[src/rtl/hazard_control_unit_pkg.sv]
// ============================================================================
// Module   : hazard_control_unit_pkg
// Brief    : Shared types and constants for the pipeline hazard controller.
// Revision : 1.0
// ============================================================================
`default_nettype none

package hazard_control_unit_pkg;

    typedef enum logic [1:0] {
        RUN      = 2'd0,
        FLUSH    = 2'd1,
        MEM_WAIT = 2'd2
    } hcu_state_t;

    localparam int              REG_W    = 5;
    localparam logic [REG_W-1:0] ZERO_REG = 5'd0;

endpackage

`default_nettype wire

[src/rtl/hazard_control_unit_sat_counter.sv]
// ============================================================================
// Module   : sat_counter
// Brief    : Width-parameterised saturating up-counter with synchronous clear.
// Revision : 1.0
// ============================================================================
`default_nettype none

module sat_counter #(
    parameter int WIDTH = 16
) (
    input  logic             clk,
    input  logic             clear_n,
    input  logic             inc,
    output logic [WIDTH-1:0] count
);

    logic [WIDTH-1:0] r_count;

    always_ff @(posedge clk) begin
        if (!clear_n) begin
            r_count <= '0;
        end else if (inc && (r_count != '1)) begin
            r_count <= r_count + 1'b1;
        end
    end

    assign count = r_count;

endmodule

`default_nettype wire

[src/rtl/hazard_control_unit.sv]
// ============================================================================
// Module   : hazard_control_unit
// Brief    : Stall/flush/freeze controller for the 5-stage MIPS pipeline.
// Revision : 1.0
// ============================================================================
`default_nettype none

module hazard_control_unit
    import hazard_control_unit_pkg::*;
#(
    parameter int FLUSH_CYCLES = 1,
    parameter int MEM_TIMEOUT  = 255,
    parameter int CNT_W        = 16
) (
    input  logic             clk,
    input  logic             reset,
    input  logic [REG_W-1:0] IFID_Rs,
    input  logic [REG_W-1:0] IFID_Rt,
    input  logic             IFID_UsesRt,
    input  logic             IDEX_MemRead,
    input  logic [REG_W-1:0] IDEX_Rt,
    input  logic             Branch_Taken,
    input  logic             DMem_Req,
    input  logic             DMem_Ready,
    output logic             PCWrite,
    output logic             IFID_Write,
    output logic             IFID_Flush,
    output logic             IDEX_Write,
    output logic             IDEX_Flush,
    output logic             Pipe_Freeze,
    output logic [CNT_W-1:0] StallCycles,
    output logic             Timeout_Err
);

    localparam logic [2:0]  c_flush_reload = 3'(FLUSH_CYCLES - 1);
    localparam logic [15:0] c_timeout      = 16'(MEM_TIMEOUT);

    hcu_state_t  r_state;
    logic [2:0]  r_flush_cnt;
    logic [15:0] r_wait_cnt;
    logic        r_timeout_err;
    logic        r_lu_stalled;

    logic        w_mem_wait;
    logic        w_load_use;
    logic        w_flush_mode;
    logic        w_lu_stall;
    logic [15:0] w_wait_nxt;

    assign w_mem_wait = DMem_Req && !DMem_Ready;

    assign w_load_use = IDEX_MemRead && (IDEX_Rt != ZERO_REG) &&
                        ((IDEX_Rt == IFID_Rs) || (IFID_UsesRt && (IDEX_Rt == IFID_Rt)));

    // A freeze taken mid-flush keeps its counter; the release cycle resumes flushing.
    assign w_flush_mode = (r_state == FLUSH) ||
                          ((r_state == MEM_WAIT) && (r_flush_cnt != 3'd0));

    // r_lu_stalled limits a load-use bubble to one cycle even if ID/EX inputs linger.
    assign w_lu_stall = reset && !w_mem_wait && !Branch_Taken && !w_flush_mode &&
                        w_load_use && !r_lu_stalled;

    assign w_wait_nxt = (r_wait_cnt == 16'hFFFF) ? r_wait_cnt : r_wait_cnt + 16'd1;

    always_comb begin
        PCWrite     = 1'b1;
        IFID_Write  = 1'b1;
        IFID_Flush  = 1'b0;
        IDEX_Write  = 1'b1;
        IDEX_Flush  = 1'b0;
        Pipe_Freeze = 1'b0;
        if (!reset) begin
            PCWrite    = 1'b0;
            IFID_Flush = 1'b1;
            IDEX_Flush = 1'b1;
        end else if (w_mem_wait) begin
            PCWrite     = 1'b0;
            IFID_Write  = 1'b0;
            IDEX_Write  = 1'b0;
            Pipe_Freeze = 1'b1;
        end else if (Branch_Taken) begin
            IFID_Flush = 1'b1;
            IDEX_Flush = 1'b1;
        end else if (w_flush_mode) begin
            IFID_Flush = 1'b1;
        end else if (w_lu_stall) begin
            PCWrite    = 1'b0;
            IFID_Write = 1'b0;
            IDEX_Flush = 1'b1;
        end
    end

    always_ff @(posedge clk) begin
        if (!reset) begin
            r_state       <= RUN;
            r_flush_cnt   <= 3'd0;
            r_wait_cnt    <= 16'd0;
            r_timeout_err <= 1'b0;
            r_lu_stalled  <= 1'b0;
        end else begin
            r_lu_stalled <= w_lu_stall;
            if (w_mem_wait) begin
                r_state    <= MEM_WAIT;
                r_wait_cnt <= w_wait_nxt;
                if (w_wait_nxt >= c_timeout) begin
                    r_timeout_err <= 1'b1;
                end
            end else begin
                r_wait_cnt <= 16'd0;
                if (Branch_Taken) begin
                    r_flush_cnt <= c_flush_reload;
                    r_state     <= (FLUSH_CYCLES > 1) ? FLUSH : RUN;
                end else if (w_flush_mode) begin
                    r_flush_cnt <= r_flush_cnt - 3'd1;
                    r_state     <= (r_flush_cnt == 3'd1) ? RUN : FLUSH;
                end else begin
                    r_flush_cnt <= 3'd0;
                    r_state     <= RUN;
                end
            end
        end
    end

    sat_counter #(
        .WIDTH (CNT_W)
    ) u_stall_cnt (
        .clk     (clk),
        .clear_n (reset),
        .inc     (!PCWrite),
        .count   (StallCycles)
    );

    assign Timeout_Err = r_timeout_err;

endmodule

`default_nettype wire
[config.mk]
export PLATFORM = sky130hd
export DESIGN_NAME = hazard_control_unit
export DESIGN_NICKNAME = d
export VERILOG_FILES = /design/src/rtl/hazard_control_unit_pkg.sv /design/src/rtl/hazard_control_unit_sat_counter.sv /design/src/rtl/hazard_control_unit.sv
export SDC_FILE = /design/constraint.sdc
export NUM_CORES = 1
export LEC_CHECK = 0
export CORE_MARGIN = 2
export CORE_UTILIZATION = 52
export DETAILED_ROUTE_END_ITERATION = 10
export PLACE_DENSITY = 0.8
export SLEW_MARGIN = 20
export SYNTH_ARGS = -nofsm -noshare
export SYNTH_HDL_FRONTEND = slang
export SYNTH_HIERARCHICAL = 1
export SYNTH_SLANG_ARGS = --single-unit
export TNS_END_PERCENT = 1
[constraint.sdc]
create_clock -name clk -period 2.75 [get_ports clk]
set_input_delay 0.4125 -clock clk [delete_from_list [all_inputs] [get_ports clk]]
set_output_delay 0.4125 -clock clk [all_outputs]
set_load 0.01 [all_outputs]
* Word-level counts from Yosys, hierarchy flattened
Cells that the tools add are included.
** Cells by class
- Add/subtract/negate cells :: 3
- Multipliers :: 0
- Div/mod/pow operators :: 0
- $lt $le $gt $ge :: 1
- Eq/ne operators :: 7
- Shifts and indexed selects :: 0
- Muxes and demuxes :: 26
- Bitwise logic cells :: 2
- Reduce and logical (&&, ||, !) cells :: 24
** Operators by type and width (count)
- 16-bit by 1-bit adder with 16-bit output (second input constant) :: 2
- 1-bit 2-to-1 mux :: 22
- 16-bit equality test (second input constant) :: 1
- 16-bit by 8-bit greater-or-equal comparator with 1-bit output (second input constant) :: 1
- 16-bit 2-to-1 mux :: 1
- 16-bit != test (second input constant) :: 1
- 1-bit logical AND :: 11
- 5-bit equality test :: 2
- 1-bit zero test :: 6
- 3-bit 2-to-1 mux :: 2
- 5-bit nonzero test :: 1
- 2-bit AND reduction :: 2
- 4-bit OR reduction :: 1
- 3-bit by 1-bit equality test with 1-bit output (second input constant) :: 1
- 3-bit nonzero test :: 1
- 3-bit by 1-bit subtractor with 3-bit output (second input constant) :: 1
- 2-bit by 1-bit equality test with 1-bit output (second input constant) :: 1
- 2-bit equality test (second input constant) :: 1
- 1-bit logical OR :: 2
- 2-bit 2-to-1 mux :: 1
- 1-bit inverter :: 2
** Storage, ports and cells
- Register bits after elaboration :: 39
- Latch bits :: 0
- RAM bits :: 0
- Bits in read-only memories :: 0
- Input port bits :: 22
- Memories kept :: 0

* Logic depth before layout (Yosys ltp)
- Depth after elaboration :: 15
- Depth in mapped cells :: 10

* Cells and area by module
The synthesis kept the hierarchy.
** Modules (own cells, without submodules)
- hazard_control_unit :: instances 1, cells an instance 185, area each 1486.4 µm²
- sat_counter :: instances 1, cells an instance 97, area each 837.1 µm²

* Worst setup path before layout
OpenSTA, ideal clock, no wires.
- Path type :: input to register
- From :: input IDEX_Rt[0]
- To :: register u_stall_cnt.r_count[7] (netlist: u_stall_cnt/count[7])
- Data arrival time :: 2.187 ns
- Path slack :: 0.493 ns
- Cell stages on the path :: 9
- Path buffers :: 0
- Cells stage by stage :: xor2_1 -> nor4_1 -> nand3_1 -> o31ai_1 -> o2111ai_1 -> nand3_1 -> nand2_1 -> or4_1 -> a21oi_1
** On the way
- Cells in the longest elaborated chain, start to end :: 13
** RTL lines
- from (decl) :: RTL line hazard_control_unit.sv:21 : input logic [REG_W-1:0] IDEX_Rt,
- 5-bit equality test :: RTL line hazard_control_unit.sv:53 : ((IDEX_Rt == IFID_Rs) || (IFID_UsesRt && (IDEX_Rt == IFID_Rt)));
- 1-bit logical AND :: RTL line hazard_control_unit.sv:53
- 1-bit logical OR :: RTL line hazard_control_unit.sv:53
- 1-bit logical AND (*) :: RTL line hazard_control_unit.sv:52 : assign w_load_use = IDEX_MemRead && (IDEX_Rt != ZERO_REG) &&
- 1-bit logical AND (*) :: RTL line hazard_control_unit.sv:60 : assign w_lu_stall = reset && !w_mem_wait && !Branch_Taken && !w_flush_mode &&
- 1-bit logical AND (*) :: RTL line hazard_control_unit.sv:61 : w_load_use && !r_lu_stalled;
- 1-bit 2-to-1 mux (*) :: RTL line hazard_control_unit.sv:86 : end else if (w_lu_stall) begin
- 1-bit 2-to-1 mux (*) :: RTL line hazard_control_unit.sv:84 : end else if (w_flush_mode) begin
- 1-bit 2-to-1 mux (*) :: RTL line hazard_control_unit.sv:81 : end else if (Branch_Taken) begin
- 1-bit 2-to-1 mux (*) :: RTL line hazard_control_unit.sv:76 : end else if (w_mem_wait) begin
- 1-bit 2-to-1 mux (*) :: RTL line hazard_control_unit.sv:72 : if (!reset) begin
- 1-bit zero test (*) :: RTL line hazard_control_unit.sv:129 : .inc (!PCWrite),
- 1-bit logical AND (*) :: RTL line hazard_control_unit_sat_counter.sv:22 : end else if (inc && (r_count != '1)) begin
- to (signal assigned) :: RTL line hazard_control_unit_sat_counter.sv:23 : r_count <= r_count + 1'b1;
- to (decl) :: RTL line hazard_control_unit_sat_counter.sv:17 : logic [WIDTH-1:0] r_count;
Every way passes the cells marked *; elsewhere a longest branch is shown, timed or not.
A chain may end at the register's enable or synchronous reset.

* Final worst setup path
- From :: input IDEX_Rt[4]
- To :: register u_stall_cnt.r_count[12] (netlist: u_stall_cnt/count[12])
The elaborated chain is that of the path after synthesis.

==> impl_results.md <==
* Fin. max-slew vios at 0
* Area Overhead vs Synth at 31.1%
* Synth cell types at 56
* Minimum clock period at 2.78 ns
* Initial antenna violation count at 0
* Largest cells by area after synthesis: dfxtp_1, xor2_1, xnor2_1
* TritonRoute pass-1 iters at 4
* Die W at 70.8 microns
* Final WS setup at -0.0276 ns
* Initial Util at 0.537
* Crit share post-route at 1.01
* Total CTS buffers at 5
* Largest family of logic cells by synthesized area: simple AND/OR/NAND/NOR gates
* Core Footprint at 4320 sq um
* EDFF count, synth at 0
* Synthesized area at 2320 sq um
* VDD IR-drop max at 0.318 mV
* Power Internal at 0.928 mW
* Setup TNS at -0.0276 ns
* Most frequent cell after synthesis: dfxtp_1
* Leakage at 1.11 nW
* Antenna-violating nets left at 0
* GP Congestion at 0.930
* Final core utilization at 0.704
* Cell chain of the critical path: clkdlybuf4s50_1 -> xor2_1 -> nor4_2 -> nand3_1 -> o31ai_2 -> o2111ai_2 -> buf_4 -> nand3_2 -> buf_4 -> nand4_1 -> nor4_2 -> mux2i_1 -> nor2_1
* Die footprint at 5020 sq um
* Slowest Stage Delay on Critical Path at 0.46 ns
* WHS at 0.484 ns
* Status: finished, violations left
* Max Cap Viol at 0
* Synthesized instance count at 282
* Endpoints failing setup at 1
* Post-synthesis simple-gate area fraction at 0.320
* Clock root buffer: clkbuf_8
* Buffers on Ports at 44
* Commonest cells post-synth: dfxtp_1, nand2_1, nor2_1, a21oi_1, nand3_1
* F_max at 0.360 GHz
* Synth Area in Adders at 0.0269
* Psw at 0.261 mW
* Pwr Density at 390 nW/um^2
* XOR/XNOR share of the synthesized area at 0.0942
* Die Span Y at 70.8 microns
* Max-slew headroom at 0.591
* Via count at 2254
* Initial DRC Count at 166
* Clock transition at the registers of the reported paths at 0.08 ns
* Fraction of registers with async set or reset after synthesis at 0
* Seq pwr share at 0.483
* Wire length per cell at 14.3 microns
* Synthesized Nets at 309
* Syn Area/Cell at 8.24 sq um
* Setup CP Type: input port to flip-flop
* Total GRT Usage at 0.232
* Critical path startpoint category: input port
* Post-DP HPWL at 3880 microns
* Switching Fraction at 0.219
* Mux share of post-synthesis cell area at 0.0172
* DRC at 0
* Placement Setup Slack at -0.413 ns
* Comb power frac at 0.096
* WP data required at 2.93 ns
* Slowest CP cell: clkdlybuf4s50_1
* H-tree levels at 2
* # IOs at 45
* Final hold viol count at 0
* Vias in the first global route at 2081
* Worst-Margin Slew at 0.609 ns
* Seq cells post-synth at 39
* Register area share after synthesis at 0.336
* Vias per cell at 5.76
* First-pass GRT wire length at 9500 microns
* Worst-path maximum fanout at 4
* Synth area leader: dfxtp_1
* Violated checks: setup timing
* Hold Path Class: flip-flop to flip-flop
* CTS sink cnt at 39
* DRT Wirelength at 5600 microns
* Synth top area share at 0.336
* Gr ovfl total at 0
* Skew-Pair Late Insertion Delay at 0.29 ns
* CP arrival at 2.96 ns
* Ys flop type: dfxtp_1
* Core Rows at 24
* Unrepaired setup endpoints after global routing: yes
* Share of layout cells above drive strength 1 at 0.133
* Largest net degree at the start of global routing at 20
* CTS Hold Bufs at 0
* Endpoint class of the critical path: flip-flop
* Compound-gate portion of the synthesized area at 0.161
* Worst clock skew at 0.00984 ns
* Clock share of power at 0.421
* Ant diodes at 0
* CTS tree: done
* Ys Warns at 6
* Bufs on Longest Clock Path at 2
* Final #Nets at 365
## power groups by stage
stage          logic, mW  clock network (mW)  registers [mW]
2_1_floorplan     0.0402                   0           0.588
3_3_place_gp       0.109                   0           0.587
3_5_place_dp       0.112                   0           0.587
4_1_cts            0.114               0.506           0.574
5_1_grt            0.123               0.531           0.575
6_report           0.114               0.500           0.574
## repair_timing
item / CTS / global route
cloned: 0 / 0
resized for setup: 7 / 8
pin swaps: 3 / 4
endpoints found under the setup margin: 10 / 17
setup buffers: 1 / 1
## worst max-delay path: cells and delay by family
kind	cells	cell delay (ns)
xor+xnor	1	0.19
simple gates	6	1.02
compound gates	2	0.30
buf+inv	3	0.77
mux	1	0.25
## registers in the layout, indices dropped and copies added (netlist names)
register,flops
r_wait_cnt,16
u_stall_cnt/count,16
r_lu_stalled,1
Timeout_Err,1
r_state,2
r_flush_cnt,3
## area by class of cell
| type | count | area [sq um] |
|---|---|---|
| Fill cell | 334 | 1280 |
| Clock buffer | 6 | 82.6 |
| Multi-Input combinational cell | 221 | 1480 |
| Inverter | 11 | 41.3 |
| Sequential cell | 39 | 781 |
| Timing Repair Buffer | 60 | 562 |
| Clock inverter | 2 | 35.0 |
| Tap cell | 52 | 65.1 |
## per-stage QoR
stage | power [mW] | cells | area, sq um
finish | 1.19 | 391 | 3050
global route | 1.23 | 391 | 3050
CTS | 1.19 | 390 | 3020
detailed placement | 0.699 | 381 | 2870
global placement | 0.696 | 381 | 2870
floorplan | 0.628 | 282 | 2320
## metal layers
layer | part of all wire | vias up | GRT usage
li1 | - | 1142 | -
met1 | 0.44 | 1018 | 0.308
met2 | 0.46 | 84 | 0.382
met3 | 0.079 | 10 | 0.0399
met4 | 0.018 | 0 | 0.0818
met5 | 0 | - | 0
## cells by family after synthesis
group,after synthesis
fa+ha+maj,5
simple gates,130
mux,4
compound gates,57
xor+xnor,25
buf+inv,22
flops,39
## cell usage in the layout, fill, tap and decap left out, types with 4 or more instances in the layout
cell,netlist,routed
nand4_1,8,8
xnor2_1,12,12
inv_1,10,10
clkbuf_8,0,6
o21ai_0,11,11
mux2i_1,4,4
a21oi_1,18,17
nor2_1,24,24
and4_1,4,4
buf_4,2,16
nor4_1,6,4
nand2b_1,6,6
or4_1,6,6
nor3_1,5,5
clkdlybuf4s50_1,0,39
nand2_1,27,27
ha_1,5,5
o31ai_1,7,6
dfxtp_1,39,39
nor2b_1,6,6
xor2_1,13,13
o211ai_1,4,4
nand3_1,14,13
## path summary, 6_finish.rpt
path | slack, ns | from | cells after the start | to
worst max-delay path | -0.03 | IDEX_Rt[4] | 13 | u_stall_cnt/count[12]
worst min-delay path | 0.48 | r_flush_cnt[2] | 2 | r_flush_cnt[2]
worst max register to register | 0.33 | r_flush_cnt[0] | 12 | u_stall_cnt/count[12]
worst min register to register | 0.48 | r_flush_cnt[2] | 2 | r_flush_cnt[2]
Note: power is estimated with default switching activity, not from simulation.
